<file path="src/rtl/cpu_pkg.sv">
// rtl/cpu_pkg.sv - shared condition codes, flag indices, opcode class and flush FSM states
package cpu_pkg;

    typedef enum logic [3:0] {
        JMP = 4'd0,
        JEQ = 4'd1,
        JNE = 4'd2,
        JLT = 4'd3,
        JGE = 4'd4,
        JGT = 4'd5,
        JLE = 4'd6
    } cond_e;

    localparam int FLAG_N = 3;
    localparam int FLAG_Z = 2;
    localparam int FLAG_C = 1;
    localparam int FLAG_V = 0;

    localparam logic [1:0] OPC_JMPS = 2'b11;

    typedef enum logic {
        IDLE  = 1'b0,
        FLUSH = 1'b1
    } bcu_state_e;

endpackage

</file>
<file path="src/rtl/cond_check.sv">
// rtl/cond_check.sv - combinational JMPS condition evaluation against NZCV flags
module cond_check
    import cpu_pkg::*;
(
    input  logic [3:0] cond,
    input  logic [3:0] flags,
    output logic       is_true,
    output logic       reserved
);

    logic n, z, v;
    logic unused_c;

    assign n        = flags[FLAG_N];
    assign z        = flags[FLAG_Z];
    assign v        = flags[FLAG_V];
    // No current condition tests carry.
    assign unused_c = flags[FLAG_C];

    always_comb begin
        is_true  = 1'b0;
        reserved = 1'b0;
        case (cond)
            JMP:     is_true = 1'b1;
            JEQ:     is_true = z;
            JNE:     is_true = ~z;
            JLT:     is_true = n ^ v;
            JGE:     is_true = ~(n ^ v);
            JGT:     is_true = ~z & ~(n ^ v);
            JLE:     is_true = z | (n ^ v);
            default: reserved = 1'b1;
        endcase
    end

endmodule

</file>
<file path="src/rtl/branch_cond_unit.sv">
// rtl/branch_cond_unit.sv - NZCV flags, JMPS evaluation, PC redirect and flush FSM (optional stats: BRANCH_COND_STATS_EN)
module branch_cond_unit
    import cpu_pkg::*;
#(
    parameter int ADDR_W       = 32,
    parameter int FLUSH_CYCLES = 2,
    parameter int CNT_W        = 16
) (
    input  logic              clk,
    input  logic              rst_n,
    input  logic              valid_e,
    input  logic              stall_e,
    input  logic [5:0]        id_e,
    input  logic              flags_write_e,
    input  logic [3:0]        alu_flags_e,
    input  logic [ADDR_W-1:0] target_e,
    output logic [3:0]        flags_o,
    output logic              pc_src_o,
    output logic [ADDR_W-1:0] pc_target_o,
    output logic              flush_o,
    output logic              illegal_o
`ifdef BRANCH_COND_STATS_EN
    ,
    output logic [CNT_W-1:0]  taken_cnt_o,
    output logic [CNT_W-1:0]  nottaken_cnt_o
`endif
);

    localparam logic [2:0] CNT_INIT = 3'(FLUSH_CYCLES - 1);

    bcu_state_e        state, state_nxt;
    logic [2:0]        cnt, cnt_nxt;
    logic [3:0]        flags_nxt;
    logic              pc_src_nxt, flush_nxt, illegal_nxt;
    logic [ADDR_W-1:0] target_nxt;
    logic              eff, is_jmps, cond_true, cond_rsvd, taken;

    cond_check u_cond_check (
        .cond     (id_e[3:0]),
        .flags    (flags_o),
        .is_true  (cond_true),
        .reserved (cond_rsvd)
    );

    // Anything arriving while flushing is a squashed younger instruction.
    assign eff     = valid_e & ~stall_e & (state == IDLE);
    assign is_jmps = (id_e[5:4] == OPC_JMPS);
    assign taken   = eff & is_jmps & cond_true;

    always_ff @(posedge clk or negedge rst_n) begin
        if (!rst_n) begin
            state       <= IDLE;
            cnt         <= 3'd0;
            flags_o     <= 4'd0;
            pc_src_o    <= 1'b0;
            pc_target_o <= '0;
            flush_o     <= 1'b0;
            illegal_o   <= 1'b0;
        end else begin
            state       <= state_nxt;
            cnt         <= cnt_nxt;
            flags_o     <= flags_nxt;
            pc_src_o    <= pc_src_nxt;
            pc_target_o <= target_nxt;
            flush_o     <= flush_nxt;
            illegal_o   <= illegal_nxt;
        end
    end

    always_comb begin
        state_nxt = state;
        case (state)
            IDLE:    if (taken) state_nxt = FLUSH;
            FLUSH:   if (cnt == 3'd0) state_nxt = IDLE;
            default: state_nxt = IDLE;
        endcase
    end

    // The flush countdown ignores stall_e: a redirect cannot be held back.
    always_comb begin
        pc_src_nxt  = 1'b0;
        flush_nxt   = flush_o;
        cnt_nxt     = cnt;
        target_nxt  = pc_target_o;
        illegal_nxt = eff & is_jmps & cond_rsvd;
        flags_nxt   = (eff & flags_write_e) ? alu_flags_e : flags_o;
        case (state)
            IDLE: begin
                if (taken) begin
                    pc_src_nxt = 1'b1;
                    target_nxt = target_e;
                    flush_nxt  = 1'b1;
                    cnt_nxt    = CNT_INIT;
                end
            end
            FLUSH: begin
                if (cnt == 3'd0) flush_nxt = 1'b0;
                else             cnt_nxt   = cnt - 3'd1;
            end
            default: flush_nxt = 1'b0;
        endcase
    end

`ifdef BRANCH_COND_STATS_EN
    always_ff @(posedge clk or negedge rst_n) begin
        if (!rst_n) begin
            taken_cnt_o    <= '0;
            nottaken_cnt_o <= '0;
        end else if (eff && is_jmps) begin
            if (cond_true) begin
                if (taken_cnt_o != '1) taken_cnt_o <= taken_cnt_o + 1'b1;
            end else begin
                if (nottaken_cnt_o != '1) nottaken_cnt_o <= nottaken_cnt_o + 1'b1;
            end
        end
    end
`else
    localparam int unused_cnt_w = CNT_W;
`endif

endmodule

</file>
<file path="config.mk">
export PLATFORM = sky130hd
export DESIGN_NAME = branch_cond_unit
export DESIGN_NICKNAME = d
export VERILOG_FILES = /design/src/rtl/cpu_pkg.sv /design/src/rtl/cond_check.sv /design/src/rtl/branch_cond_unit.sv
export SDC_FILE = /design/constraint.sdc
export NUM_CORES = 1
export LEC_CHECK = 0
export BUFFER_PORTS_ARGS = -buffer_cell sky130_fd_sc_hd__buf_2
export CAP_MARGIN = 30
export CORE_AREA = 3 3 60 76
export DETAILED_ROUTE_END_ITERATION = 7
export DIE_AREA = 0 0 63 79
export PLACE_DENSITY_LB_ADDON = 0.05
export SETUP_SLACK_MARGIN = 0.05
export SLEW_MARGIN = 10
export SYNTH_ARGS = -nofsm -noshare
export SYNTH_HDL_FRONTEND = slang
export SYNTH_SLANG_ARGS = --single-unit
export TNS_END_PERCENT = 100
</file>
<file path="constraint.sdc">
create_clock -name clk -period 2 [get_ports clk]
set_input_delay 0.3 -clock clk [delete_from_list [all_inputs] [get_ports clk]]
set_output_delay 0.3 -clock clk [all_outputs]
set_load 0.01 [all_outputs]
</file>
==> summary.txt <==
Critical Path AT: 2.02 ns
gpl congestion: 0.692
clock sink count: 43
Vias: 1258
Worst Tran Pin Value: 0.515 ns
leading area contributor after synthesis: dfrtp_1
vias in the first global route: 1300
fraction of layout cells with a size suffix above 1: 0.559
Mapped Area: 0.00173 mm^2
switch share: 0.278
initial antenna violation count: 0
Num CTS Buffers: 5
CP endpoint kind: flop
WL final: 3540 um
number of synthesized flops with an enable pin: 0
largest cells by area after synthesis: dfrtp_1 (62%), mux2_2 (14%), mux2_1 (9.1%)
Max rail drop VDD: 0.000530 V
Die Y: 79 um
Startpoint Class: flop
TNS Setup: 0 ns
Hold Path Class: in -> reg
LEAKAGE: 1.28 nW
fin crit share: 0.925
pin count of the biggest net entering global routing: 20
Net Sw Power: 700 uW
ys async rst share: 1.00
vias per std cell: 4.75
clock network power share: 0.247
CTS H-Tree Depth: 2
max_slew headroom: 0.652
status: finished clean
Core ar.: 0.00385 mm^2
Combinational Power Share: 0.276
Detailed Route Iter0 Violations: 26
clk_lat worst skew: 0.28 ns
Synth Net Count: 168
Root Buffer: clkbuf_8
Die Wd: 63 um
PwrDens: 1070 mW/mm^2
area occupied by multi-input gates: 616 um^2
DRC viols: 0
first-pass GRT wire length: 5910 um
final setup fails: 0
sequential cell area: 0.00108 mm^2
final antenna-violating net count: 0
Fin Clk Skew: 0.00312 ns
Synth warnings: 0
# rows: 25
P_int: 1.81 mW
Top FF cell, synth: dfrtp_1
Cell variety after synth: 27
most frequent cells in the layout: buf_2 (85), dfrtp_1 (43), mux2_2 (21)
length of the first detailed-routing pass in iterations: 2
Period minus WS final: 1.85 ns
Max Fclk: 541 MHz
Total Routing Usage GR: 0.152
Filler Cell Count: 337
kind of critical path: reg -> reg
PortBufs: 85
sequential share of power: 0.477
flops & latches, synth: 43
ant diodes: 0
DR WL/cell: 13.3 um
final std cells w/o fill: 265
Req. time, crit path: 2.17 ns
top-area cell type share of the netlist area: 0.621
Syn Area/Cell: 14.6 um^2
Critical Path Fanout Max: 19
detailed placement HPWL: 2850 um
Synth Instances: 119
final max-slew violation count: 0
max_cap viols: 0
Seq/Total Area, Yosys: 0.621
CTS tree: built
RSZ-0062 raised after global routing: false
DIE AREA: 0.00498 mm^2
Overflow after GRT: 0
CTS max path bufs: 2
final hold vios: 0
Clock Pin Slew Worst Setup and Hold Paths: 0.07 ns
commonest non-fill, non-tap cell in the layout: buf_2
Initial Util: 0.450
placed cell count: 257
Total Nets Final: 260
I/O pin cnt: 86
Layout Area Growth over Synthesis: 36.0%
-- what timing repair did --
| item | in CTS | in global routing |
|---|---|---|
| setup endpoints to repair | 32 | 32 |
| resized for setup | 0 | 6 |
| pin swaps | 0 | 1 |
| hold buffers | 1 | 0 |
| setup buffers | 0 | 0 |
| hold endpoints to repair | 14 | 0 |
-- power by group through the flow --
stage | logic [mW] | registers [mW] | clock network [mW]
after global routing | 0.761 | 1.23 | 0.693
final | 0.692 | 1.20 | 0.621
after detailed placement | 0.703 | 1.22 | 0
after CTS | 0.706 | 1.20 | 0.648
after floorplan | 0.272 | 1.31 | 0
after global placement | 0.679 | 1.21 | 0
-- registers in the layout, summed over array words and instances, names as in the netlist --
| name | count |
|---|---|
| flags_o | 4 |
| flush_o | 1 |
| pc_src_o | 1 |
| illegal_o | 1 |
| pc_target_o | 32 |
| cnt | 3 |
| state | 1 |
-- cell type report --
type / instances / area share
multi-input combinational: 67 / 0.261
clock inverter: 1 / 0.0127
inverter: 4 / 0.00637
tap: 54 / 0.0287
timing repair buffer: 90 / 0.204
sequential: 43 / 0.456
clock buffer: 6 / 0.0308
-- final timing paths --
path / startpoint / end / slack, ns / depth (start not counted)
min reg2reg: pc_target_o[13]$_DFFE_PN0P_ / pc_target_o[13]$_DFFE_PN0P_ / 0.48 / 1
min: alu_flags_e[2] / flags_o[2]$_DFFE_PN0P_ / 0.23 / 3
max in group asynchronous: rst_n / pc_target_o[27]$_DFFE_PN0P_ / 0.98 / 3
max reg2reg: flags_o[3]$_DFFE_PN0P_ / pc_target_o[30]$_DFFE_PN0P_ / 0.15 / 5
min in group asynchronous: rst_n / pc_target_o[11]$_DFFE_PN0P_ / 0.46 / 2
max: flags_o[3]$_DFFE_PN0P_ / pc_target_o[30]$_DFFE_PN0P_ / 0.15 / 5
-- cell families after synthesis --
group | after synthesis | synth area share
xor+xnor | 1 | 0.00506
buf+inv | 9 | 0.0310
fa+ha+maj | 2 | 0.0144
simple gates | 18 | 0.0506
compound gates | 10 | 0.0448
flops | 43 | 0.621
mux | 36 | 0.233
-- synthesized netlist by cell type (2+ instances only) --
master	instances
nand2_1	7
nand3_1	3
inv_1	4
ha_1	2
mux2_2	21
buf_6	2
mux2_1	14
dfrtp_1	43
nor2_1	2
o21ai_0	2
nand2b_1	3
-- stage by stage --
| step | hold slack [ns] | total power, mW | worst slack (ns) | util | instance area (um^2) |
|---|---|---|---|---|---|
| after floorplan | 0.00441 | 1.58 | 0.199 | - | 1730 |
| after global placement | 0.225 | 1.89 | 0.0484 | 0.578 | 2220 |
| after detailed placement | 0.225 | 1.92 | -0.0126 | 0.578 | 2220 |
| after CTS | 0.221 | 2.56 | 0.0109 | 0.607 | 2340 |
| after global routing | 0.225 | 2.69 | 0.0617 | 0.613 | 2360 |
| final | 0.231 | 2.51 | 0.150 | 0.613 | 2360 |
-- layer usage --
metal / wire length [um] / vias up / GRT usage / share of wire
met5: 0 / - / 0 / 0
met4: 31 / 0 / 0.0530 / 0.0088
met3: 285 / 5 / 0.0523 / 0.081
met2: 1940 / 50 / 0.281 / 0.55
met1: 1280 / 604 / 0.158 / 0.36
li1: - / 599 / - / -
-- critical path, cell delays in order, from the launching register on --
cell	delay, ns
dfrtp_1	0.40
xnor2_1	0.16
a221o_1	0.31
a211oi_4	0.29
buf_8	0.22
mux2_2	0.35
Power figures use the tool's default switching activity.
